**src/rtl/axil4_pkg.sv**
```systemverilog
// rtl/axil4_pkg.sv - shared constants and FSM encoding for the 128-bit AXI-Lite-4 line link
package axil4_pkg;

    localparam int AXIL_ADDR_W = 32;
    localparam int AXIL_DATA_W = 128;
    localparam int AXIL_STRB_W = AXIL_DATA_W / 8;

    // Write-response message meaning "no error"; anything else is an error.
    localparam logic [31:0] AXIL_MSG_OKAY = 32'h0;

    // Byte-offset bits inside one 16-byte line; cleared on every request address.
    localparam logic [31:0] LINE_OFFSET_MASK = 32'h0000_000F;

    localparam logic [2:0] ST_IDLE    = 3'd0;
    localparam logic [2:0] ST_RD_ADDR = 3'd1;
    localparam logic [2:0] ST_RD_DATA = 3'd2;
    localparam logic [2:0] ST_WR_REQ  = 3'd3;
    localparam logic [2:0] ST_WR_RESP = 3'd4;
    localparam logic [2:0] ST_DONE    = 3'd5;

endpackage

```
**src/rtl/axil4_line_master.sv**
```systemverilog
// rtl/axil4_line_master.sv - cache-side initiator turning one line request into an AXI-Lite-4 transaction
//
// Ports:
//   clk, rst                 clock, synchronous active-high reset
//   req_*                    line request from the cache (valid/ready, write flag, addr, data, strb)
//   resp_*                   one-cycle completion pulse with read data and error flag
//   readAddr_*, readData_*   read address / read data channels
//   writeAddr_*, writeData_* write address / write data channels
//   writeResp_*              write response channel (msg != 0 means error)
module axil4_line_master
    import axil4_pkg::*;
#(
    parameter int ADDR_W         = AXIL_ADDR_W,
    parameter int DATA_W         = AXIL_DATA_W,
    parameter int TIMEOUT_CYCLES = 1023
) (
    input  logic                clk,
    input  logic                rst,

    input  logic                req_valid,
    output logic                req_ready,
    input  logic                req_write,
    input  logic [ADDR_W-1:0]   req_addr,
    input  logic [DATA_W-1:0]   req_wdata,
    input  logic [DATA_W/8-1:0] req_wstrb,

    output logic                resp_valid,
    output logic [DATA_W-1:0]   resp_rdata,
    output logic                resp_err,

    output logic [ADDR_W-1:0]   readAddr_addr,
    output logic                readAddr_valid,
    input  logic                readAddr_ready,

    input  logic [DATA_W-1:0]   readData_data,
    input  logic                readData_valid,
    output logic                readData_ready,

    output logic [ADDR_W-1:0]   writeAddr_addr,
    output logic                writeAddr_valid,
    input  logic                writeAddr_ready,

    output logic [DATA_W-1:0]   writeData_data,
    output logic [DATA_W/8-1:0] writeData_strb,
    output logic                writeData_valid,
    input  logic                writeData_ready,

    input  logic [31:0]         writeResp_msg,
    input  logic                writeResp_valid,
    output logic                writeResp_ready
);

    logic [2:0]          state_q,   state_d;
    logic [31:0]         cnt_q,     cnt_d;
    logic [ADDR_W-1:0]   addr_q,    addr_d;
    logic [DATA_W-1:0]   wdata_q,   wdata_d;
    logic [DATA_W/8-1:0] wstrb_q,   wstrb_d;
    logic                wa_pend_q, wa_pend_d;
    logic                wd_pend_q, wd_pend_d;
    logic [DATA_W-1:0]   rdata_q,   rdata_d;
    logic                err_q,     err_d;

    logic aw_hs;
    logic wd_hs;
    logic timeout_hit;

    assign aw_hs = wa_pend_q && writeAddr_ready;
    assign wd_hs = wd_pend_q && writeData_ready;

    // cnt_q holds the number of cycles since acceptance, so the abort takes
    // effect exactly TIMEOUT_CYCLES cycles after the request was taken.
    assign timeout_hit = (TIMEOUT_CYCLES != 0) && (cnt_q >= 32'(TIMEOUT_CYCLES - 1));

    always_comb begin
        state_d   = state_q;
        cnt_d     = cnt_q;
        addr_d    = addr_q;
        wdata_d   = wdata_q;
        wstrb_d   = wstrb_q;
        wa_pend_d = wa_pend_q;
        wd_pend_d = wd_pend_q;
        // Completion payload is only loaded on entry to DONE, so it reads 0 elsewhere.
        rdata_d   = '0;
        err_d     = 1'b0;

        case (state_q)
            ST_IDLE: begin
                cnt_d = '0;
                if (req_valid) begin
                    addr_d  = req_addr & ~ADDR_W'(LINE_OFFSET_MASK);
                    wdata_d = req_wdata;
                    wstrb_d = req_wstrb;
                    cnt_d   = 32'd1;
                    if (req_write) begin
                        state_d   = ST_WR_REQ;
                        wa_pend_d = 1'b1;
                        wd_pend_d = 1'b1;
                    end else begin
                        state_d = ST_RD_ADDR;
                    end
                end
            end
            ST_RD_ADDR: begin
                cnt_d = cnt_q + 32'd1;
                if (readAddr_ready) begin
                    state_d = ST_RD_DATA;
                end else if (timeout_hit) begin
                    state_d = ST_DONE;
                    err_d   = 1'b1;
                end
            end
            ST_RD_DATA: begin
                cnt_d = cnt_q + 32'd1;
                if (readData_valid) begin
                    state_d = ST_DONE;
                    rdata_d = readData_data;
                end else if (timeout_hit) begin
                    state_d = ST_DONE;
                    err_d   = 1'b1;
                end
            end
            ST_WR_REQ: begin
                cnt_d = cnt_q + 32'd1;
                if (aw_hs) wa_pend_d = 1'b0;
                if (wd_hs) wd_pend_d = 1'b0;
                if ((!wa_pend_q || aw_hs) && (!wd_pend_q || wd_hs)) begin
                    state_d = ST_WR_RESP;
                end else if (!aw_hs && !wd_hs && timeout_hit) begin
                    // Any progress this cycle defers the abort by a cycle.
                    state_d   = ST_DONE;
                    err_d     = 1'b1;
                    wa_pend_d = 1'b0;
                    wd_pend_d = 1'b0;
                end
            end
            ST_WR_RESP: begin
                cnt_d = cnt_q + 32'd1;
                if (writeResp_valid) begin
                    state_d = ST_DONE;
                    err_d   = (writeResp_msg != AXIL_MSG_OKAY);
                end else if (timeout_hit) begin
                    state_d = ST_DONE;
                    err_d   = 1'b1;
                end
            end
            ST_DONE: begin
                cnt_d   = '0;
                state_d = ST_IDLE;
            end
            default: begin
                cnt_d   = '0;
                state_d = ST_IDLE;
            end
        endcase
    end

    always_ff @(posedge clk) begin
        if (rst) begin
            state_q   <= ST_IDLE;
            cnt_q     <= '0;
            addr_q    <= '0;
            wdata_q   <= '0;
            wstrb_q   <= '0;
            wa_pend_q <= 1'b0;
            wd_pend_q <= 1'b0;
            rdata_q   <= '0;
            err_q     <= 1'b0;
        end else begin
            state_q   <= state_d;
            cnt_q     <= cnt_d;
            addr_q    <= addr_d;
            wdata_q   <= wdata_d;
            wstrb_q   <= wstrb_d;
            wa_pend_q <= wa_pend_d;
            wd_pend_q <= wd_pend_d;
            rdata_q   <= rdata_d;
            err_q     <= err_d;
        end
    end

    assign req_ready       = (state_q == ST_IDLE);
    assign readAddr_valid  = (state_q == ST_RD_ADDR);
    assign readData_ready  = (state_q == ST_RD_DATA);
    assign writeResp_ready = (state_q == ST_WR_RESP);
    assign resp_valid      = (state_q == ST_DONE);

    assign writeAddr_valid = wa_pend_q;
    assign writeData_valid = wd_pend_q;

    assign readAddr_addr   = addr_q;
    assign writeAddr_addr  = addr_q;
    assign writeData_data  = wdata_q;
    assign writeData_strb  = wstrb_q;

    assign resp_rdata      = rdata_q;
    assign resp_err        = err_q;

endmodule

```
**config.mk**
```make
export PLATFORM = sky130hd
export DESIGN_NAME = axil4_line_master
export DESIGN_NICKNAME = d
export VERILOG_FILES = /design/src/rtl/axil4_pkg.sv /design/src/rtl/axil4_line_master.sv
export SDC_FILE = /design/constraint.sdc
export NUM_CORES = 1
export LEC_CHECK = 0
export ABC_AREA = 1
export CELL_PAD_IN_SITES_DETAIL_PLACEMENT = 1
export CELL_PAD_IN_SITES_GLOBAL_PLACEMENT = 1
export CORE_AREA = 2 2 267 269
export CTS_CLUSTER_SIZE = 12
export DETAILED_ROUTE_END_ITERATION = 6
export DIE_AREA = 0 0 269 271
export PLACE_DENSITY = 0.58
export SETUP_SLACK_MARGIN = 0.4
export SLEW_MARGIN = 10
export SYNTH_ARGS = -nofsm -noshare
export SYNTH_HDL_FRONTEND = slang
export SYNTH_SLANG_ARGS = --single-unit
```
**constraint.sdc**
```tcl
create_clock -name clk -period 1.55 [get_ports clk]
set_input_delay 0.2325 -clock clk [delete_from_list [all_inputs] [get_ports clk]]
set_output_delay 0.2325 -clock clk [all_outputs]
set_load 0.05 [all_outputs]
```
**Yosys cells after proc, flatten, opt, wreduce, memory -nomap -nowiden**

Index checks and enable logic that the tools add are counted.

- Logic and storage cells: 68
- Input port bits: 345
- Output and inout port bits: 344
- Flip-flop bits (word level): 338

- Order comparisons: 1
- Add/sub/neg operators: 1
- Reductions and logical operators: 19
- Bitwise logic cells: 2
- Equality and inequality tests: 8
- Mux-type cells: 28

Operators with widths:

| kind | count |
|---|---|
| case mux 32 bit (2 select lines) | 1 |
| adder 32 x 1 -> 32 bit (second input constant) | 1 |
| >= comparator 32 x 10 -> 1 bit (second input constant) | 1 |
| nonzero test 32 bit | 1 |
| two-way mux 3 bit | 7 |
| two-way mux 1 bit | 15 |
| case mux 3 bit (5 select lines) | 1 |
| == test 3 x 2 -> 1 bit (second input constant) | 2 |
| == test 3 bit (second input constant) | 2 |
| logical AND 1 bit | 5 |
| zero test 1 bit | 4 |
| case mux 1 bit (2 select lines) | 2 |
| case mux 1 bit (4 select lines) | 1 |
| AND reduction 2 bit | 2 |
| OR reduction 4 bit | 1 |
| == test 3 x 1 -> 1 bit (second input constant) | 1 |
| zero test 3 bit | 1 |
| != test 3 bit (second input constant) | 1 |
| AND reduction 3 bit | 1 |
| OR reduction 3 bit | 1 |
| logical OR 1 bit | 2 |
| two-way mux 2 bit | 1 |
| != test 2 x 1 -> 1 bit (second input constant) | 1 |
| != test 2 bit (second input constant) | 1 |
| other kinds (2) | 3 |

**Logic depth before layout (Yosys ltp)**

- Depth after elaboration: 7
- Mapped depth: 12

**Least setup slack after synthesis**

No wires, ideal clock.

- Kind: register to output
- From: register state_q[2]
- To: output port resp_valid
- Arrival time: 1.546 ns
- Data required time: 1.317 ns
- Path buffers: 0
- Cell stages (with the launch flop): 3
- Path slack: -0.228 ns
- Cells stage by stage: dfxtp_1 inv_1 nor3_1

- Word-level cells in the longest chain between the ends: 1

Ends and longest elaborated chain:

| item | line | RTL |
|---|---|---|
| start: declaration | axil4_line_master.sv:53 | `logic [2:0] state_q, state_d;` |
| start signal: assignment | axil4_line_master.sv:169 | `state_q <= state_d;` |
| == test 3 bit | axil4_line_master.sv:185 | `assign resp_valid = (state_q == ST_DONE);` |
| end: declaration | axil4_line_master.sv:27 | `output logic resp_valid,` |

No other way between the ends.

**Worst setup path in the final report**

- From: register state_q[0]
- To: register wdata_q[1] (netlist: writeData_data[1])

- Word-level cells in the longest chain between the ends: 2

Ends and longest elaborated chain:

| item | line | RTL |
|---|---|---|
| zero test 3 bit | axil4_line_master.sv:86 | `case (state_q)` |
| AND reduction 2 bit (no line) | - |  |
| end signal: assignment | axil4_line_master.sv:172 | `wdata_q <= wdata_d;` |
| end: declaration | axil4_line_master.sv:56 | `logic [DATA_W-1:0] wdata_q, wdata_d;` |

No other way between the ends.
A chain may end at the register's enable or synchronous reset.

==> results.cfg <==
[worst_setup_path]
worst-endpoint-required_ns = 1.95
crit_path_start = state_q[0]
worstPathMaxFanout = 8
critical_path.most_common_cell = sky130_fd_sc_hd__buf_12
crit_path_max_incr_delay_ns = 0.37
startpoint_class_of_the_critical_path = flop
ff2ff_setup_slack_ns = -0.20
r2r.worst_path.cells = 11
critical_path_arrival_ns = 2.15
critical_path_class = flop to flop
critical_path.cell_chain = nor2_4 > nand2_4 > inv_8 > buf_6 > buf_12 > nand2_8 > buf_12 > buf_8 > clkbuf_16 > nand2_2 > a21oi_1
worstReg2RegStart = state_q[0]
worstSetupEndpointType = flop
r2r_end = writeData_data[1]
crit_slowest_cell = sky130_fd_sc_hd__dfxtp_4

[placed_design]
post-place-ws_ns = -0.331
dp_hpwl_microns = 41000
place_area_sq_um = 19800
port_buffers = 676
globalplace.congestion = 0.828

[floorplan]
fp.dieH_microns = 271
start_util_pct = 17.8
die_w_microns = 269
core.rowCount = 97
placeableCoreArea_sq_um = 69800
fp.dieArea_sq_um = 72900
pin_count = 689

[power_and_ir_drop]
power.leakage_uw = 0.0108
combinationalPowerShare_pct = 42.8
p_int_uw = 22500
fin_total_pwr_uw = 36000
power.share.sequential_pct = 28.3
power-per-cell-area_nw_per_um2 = 1430
p_clk_share_pct = 28.9
power.switching_fraction_pct = 37.5
switching_power_total_uw = 13500
maximum_ir_drop_on_the_vdd_rail_mv = 0.767

[sta]
fin_crit_ns = 1.75
timing.slew.headroom_pct = 30.4
fin_ws_ns = -0.201
slew_viol_final = 0
setup_viol = 249
fin_worst_hold_slack_ns = 0.114
final.period_utilization_pct = 113
rsz_0062_raised_after_global_routing = true
final.setup.tns_ns = -24.25
worst_clock_skew_ns = 0.0168
max_clock_freq_ghz = 0.571
tightestPinTransition_ns = 1.04
final_hold_viol_count = 0

[hold_path]
min-delay-path-class = primary input to flop
holdPathStages = 3
min_from = rst
min_delay_worst_endpoint = cnt_q[24]

[global_routing]
globalRouteOverflowTotal = 0
wire_length_of_the_first_global_routing_pass_microns = 87200
grt_max_degree = 173
track_usage_pct = 15.7
antenna_violations_before_repair = 5
via_count_of_the_first_global_routing_pass = 14300

[cts]
max-clock-path-buffers = 3
clk_pin_slew_ns = 0.06
cts.sinks = 338
later_pin_clock_latency_in_the_skew_report_ns = 0.57
clock_tree.htree_level_count = 2
cts_inserted_buffers = 43
cts_root_buf = sky130_fd_sc_hd__clkbuf_16
clock_tree_from_tritoncts = done
holdBufCountCts = 0

[route]
drc_errors = 0
drtAntennaViolNets = 0
routed_via_density = 4.19
routed-via-count = 13800
initialDrtViolationCount = 431
wirelength_microns = 65300
avgRoutedWirePerCell_microns = 19.8
drt_pass1_iterations = 5

[yosys]
postSynthAreaPerCell_sq_um = 7.93
synthesis.instances = 1566
mappedNetlistArea_sq_um = 12400
synthesis.yosys.warnings = 0
largest_cells_by_area_after_synthesis = sky130_fd_sc_hd__dfxtp_1, sky130_fd_sc_hd__nand3_1, sky130_fd_sc_hd__a21oi_1
yosysTopAreaCell = sky130_fd_sc_hd__dfxtp_1
synth_top_area_share_pct = 54.5
yosys.cell_types.count = 40
most_frequent_cell_after_synthesis = sky130_fd_sc_hd__dfxtp_1
yosys-top-cells-count = sky130_fd_sc_hd__dfxtp_1, sky130_fd_sc_hd__nand2_1, sky130_fd_sc_hd__nor2_1
synth_sequential_area_ratio_pct = 54.5
ys.flop_type = sky130_fd_sc_hd__dfxtp_1
async_sr_flop_fraction_pct = 0
synth-edff-count = 0
synth.ff_latch_count = 338

[job]
cap_violations = 0

[cells_and_area]
stdcell_area_sq_um = 25100
finalNetCount = 2676
layout-drive-gt1-share_pct = 40.7
fillerInstances = 7940
area.growth.synth_to_final_pct = 102

[run_status]
failed_checks = negative setup slack
run_status = complete, but fails checks
cell families (layout without fill, tap and decap cells):
group / Yosys count / in the layout / synth area share (%)
XOR/XNOR: 8 / 8 / 0.564
other: 1 / 11 / 0.0302
flip-flops: 338 / 338 / 54.5
adder cells (fa/ha/maj): 2 / 2 / 0.201
buffers and inverters: 304 / 1091 / 11.1
AND/OR/NAND/NOR: 698 / 700 / 24.7
AO/OA/AOI/OAI: 215 / 215 / 8.93
cells in the final DEF (no fill, tap or decap), types with 27 or more instances in the layout:
cell,count
sky130_fd_sc_hd__a21oi_1,109
sky130_fd_sc_hd__a21oi_2,79
sky130_fd_sc_hd__buf_12,40
sky130_fd_sc_hd__buf_16,29
sky130_fd_sc_hd__buf_4,377
sky130_fd_sc_hd__buf_6,27
sky130_fd_sc_hd__clkbuf_16,67
sky130_fd_sc_hd__clkdlybuf4s50_1,338
sky130_fd_sc_hd__dfxtp_1,312
sky130_fd_sc_hd__inv_1,158
sky130_fd_sc_hd__nand2_1,135
sky130_fd_sc_hd__nand2_2,44
sky130_fd_sc_hd__nand2_4,65
sky130_fd_sc_hd__nand3_1,143
sky130_fd_sc_hd__nand3_2,32
sky130_fd_sc_hd__nor2_1,147
sky130_fd_sc_hd__nor2_4,55
per-layer routing:
layer,GRT usage [%],vias up,routed length [microns]
met2,28.0,536,33700
met5,0,-,25
met3,5.59,120,5260
met1,16.6,6699,24000
met4,6.21,4,2300
li1,-,6487,-
power by group through the flow:
| stage | clock [uW] | combinational [uW] | sequential (uW) |
|---|---|---|---|
| 6_report | 10400 | 15400 | 10200 |
| 5_1_grt | 11100 | 16100 | 10300 |
| 4_1_cts | 10700 | 13000 | 10100 |
| 2_1_floorplan | 0 | 3770 | 12700 |
| 3_5_place_dp | 0 | 9710 | 10200 |
| 3_3_place_gp | 0 | 9630 | 10200 |
repair_timing:
| item | in CTS | in global routing |
|---|---|---|
| buffers inserted | 44 | 13 |
| setup endpoints to repair | 674 | 674 |
| resized for setup | 137 | 416 |
| gates cloned | 24 | 27 |
| hold endpoints to repair | 0 | 0 |
| pin swaps | 36 | 91 |
per-stage QoR:
step / util [%] / cells
floorplan: - / 1573
global placement: 28.4 / 3116
detailed placement: 28.4 / 3116
CTS: 32.7 / 3262
global route: 36.0 / 3305
finish: 36.0 / 3305
layout make-up:
| type | instances | area [sq um] | area share, % |
|---|---|---|---|
| timing repair buffer | 838 | 8720 | 34.7 |
| sequential | 338 | 6830 | 27.2 |
| multi-input combinational | 933 | 6230 | 24.8 |
| clock buffer | 67 | 1330 | 5.30 |
| tap | 940 | 1180 | 4.68 |
| inverter | 174 | 699 | 2.78 |
| clock inverter | 11 | 128 | 0.508 |
| timing repair inverter | 1 | 16.3 | 0.0647 |
| antenna | 3 | 7.51 | 0.0299 |
how the worst max path moves through the flow:
stage / end / slack, ns / cells after the start
2_1_floorplan: cnt_q[26] / 0.15 / 10
3_3_place_gp: resp_err / -0.30 / 8
3_5_place_dp: resp_err / -0.33 / 8
4_1_cts: req_ready / -0.23 / 5
5_1_grt: writeData_data[121] / -0.28 / 10
6_report: writeData_data[1] / -0.20 / 11
state kept, by name, summed over array words and instances, names as in the netlist:
register	count
resp_rdata	128
resp_err	1
readAddr_addr	28
writeData_data	128
writeData_valid	1
writeData_strb	16
writeAddr_valid	1
state_q	3
cnt_q	32
critical path: cells and delay by family, from the launching register on:
family,cells,cell delay (ns)
buffers and inverters,6,0.76
DFF,1,0.37
and+or+nand+nor,4,0.39
AOI/OAI and AO/OA,1,0.05
Power figures use the tool's default switching activity.
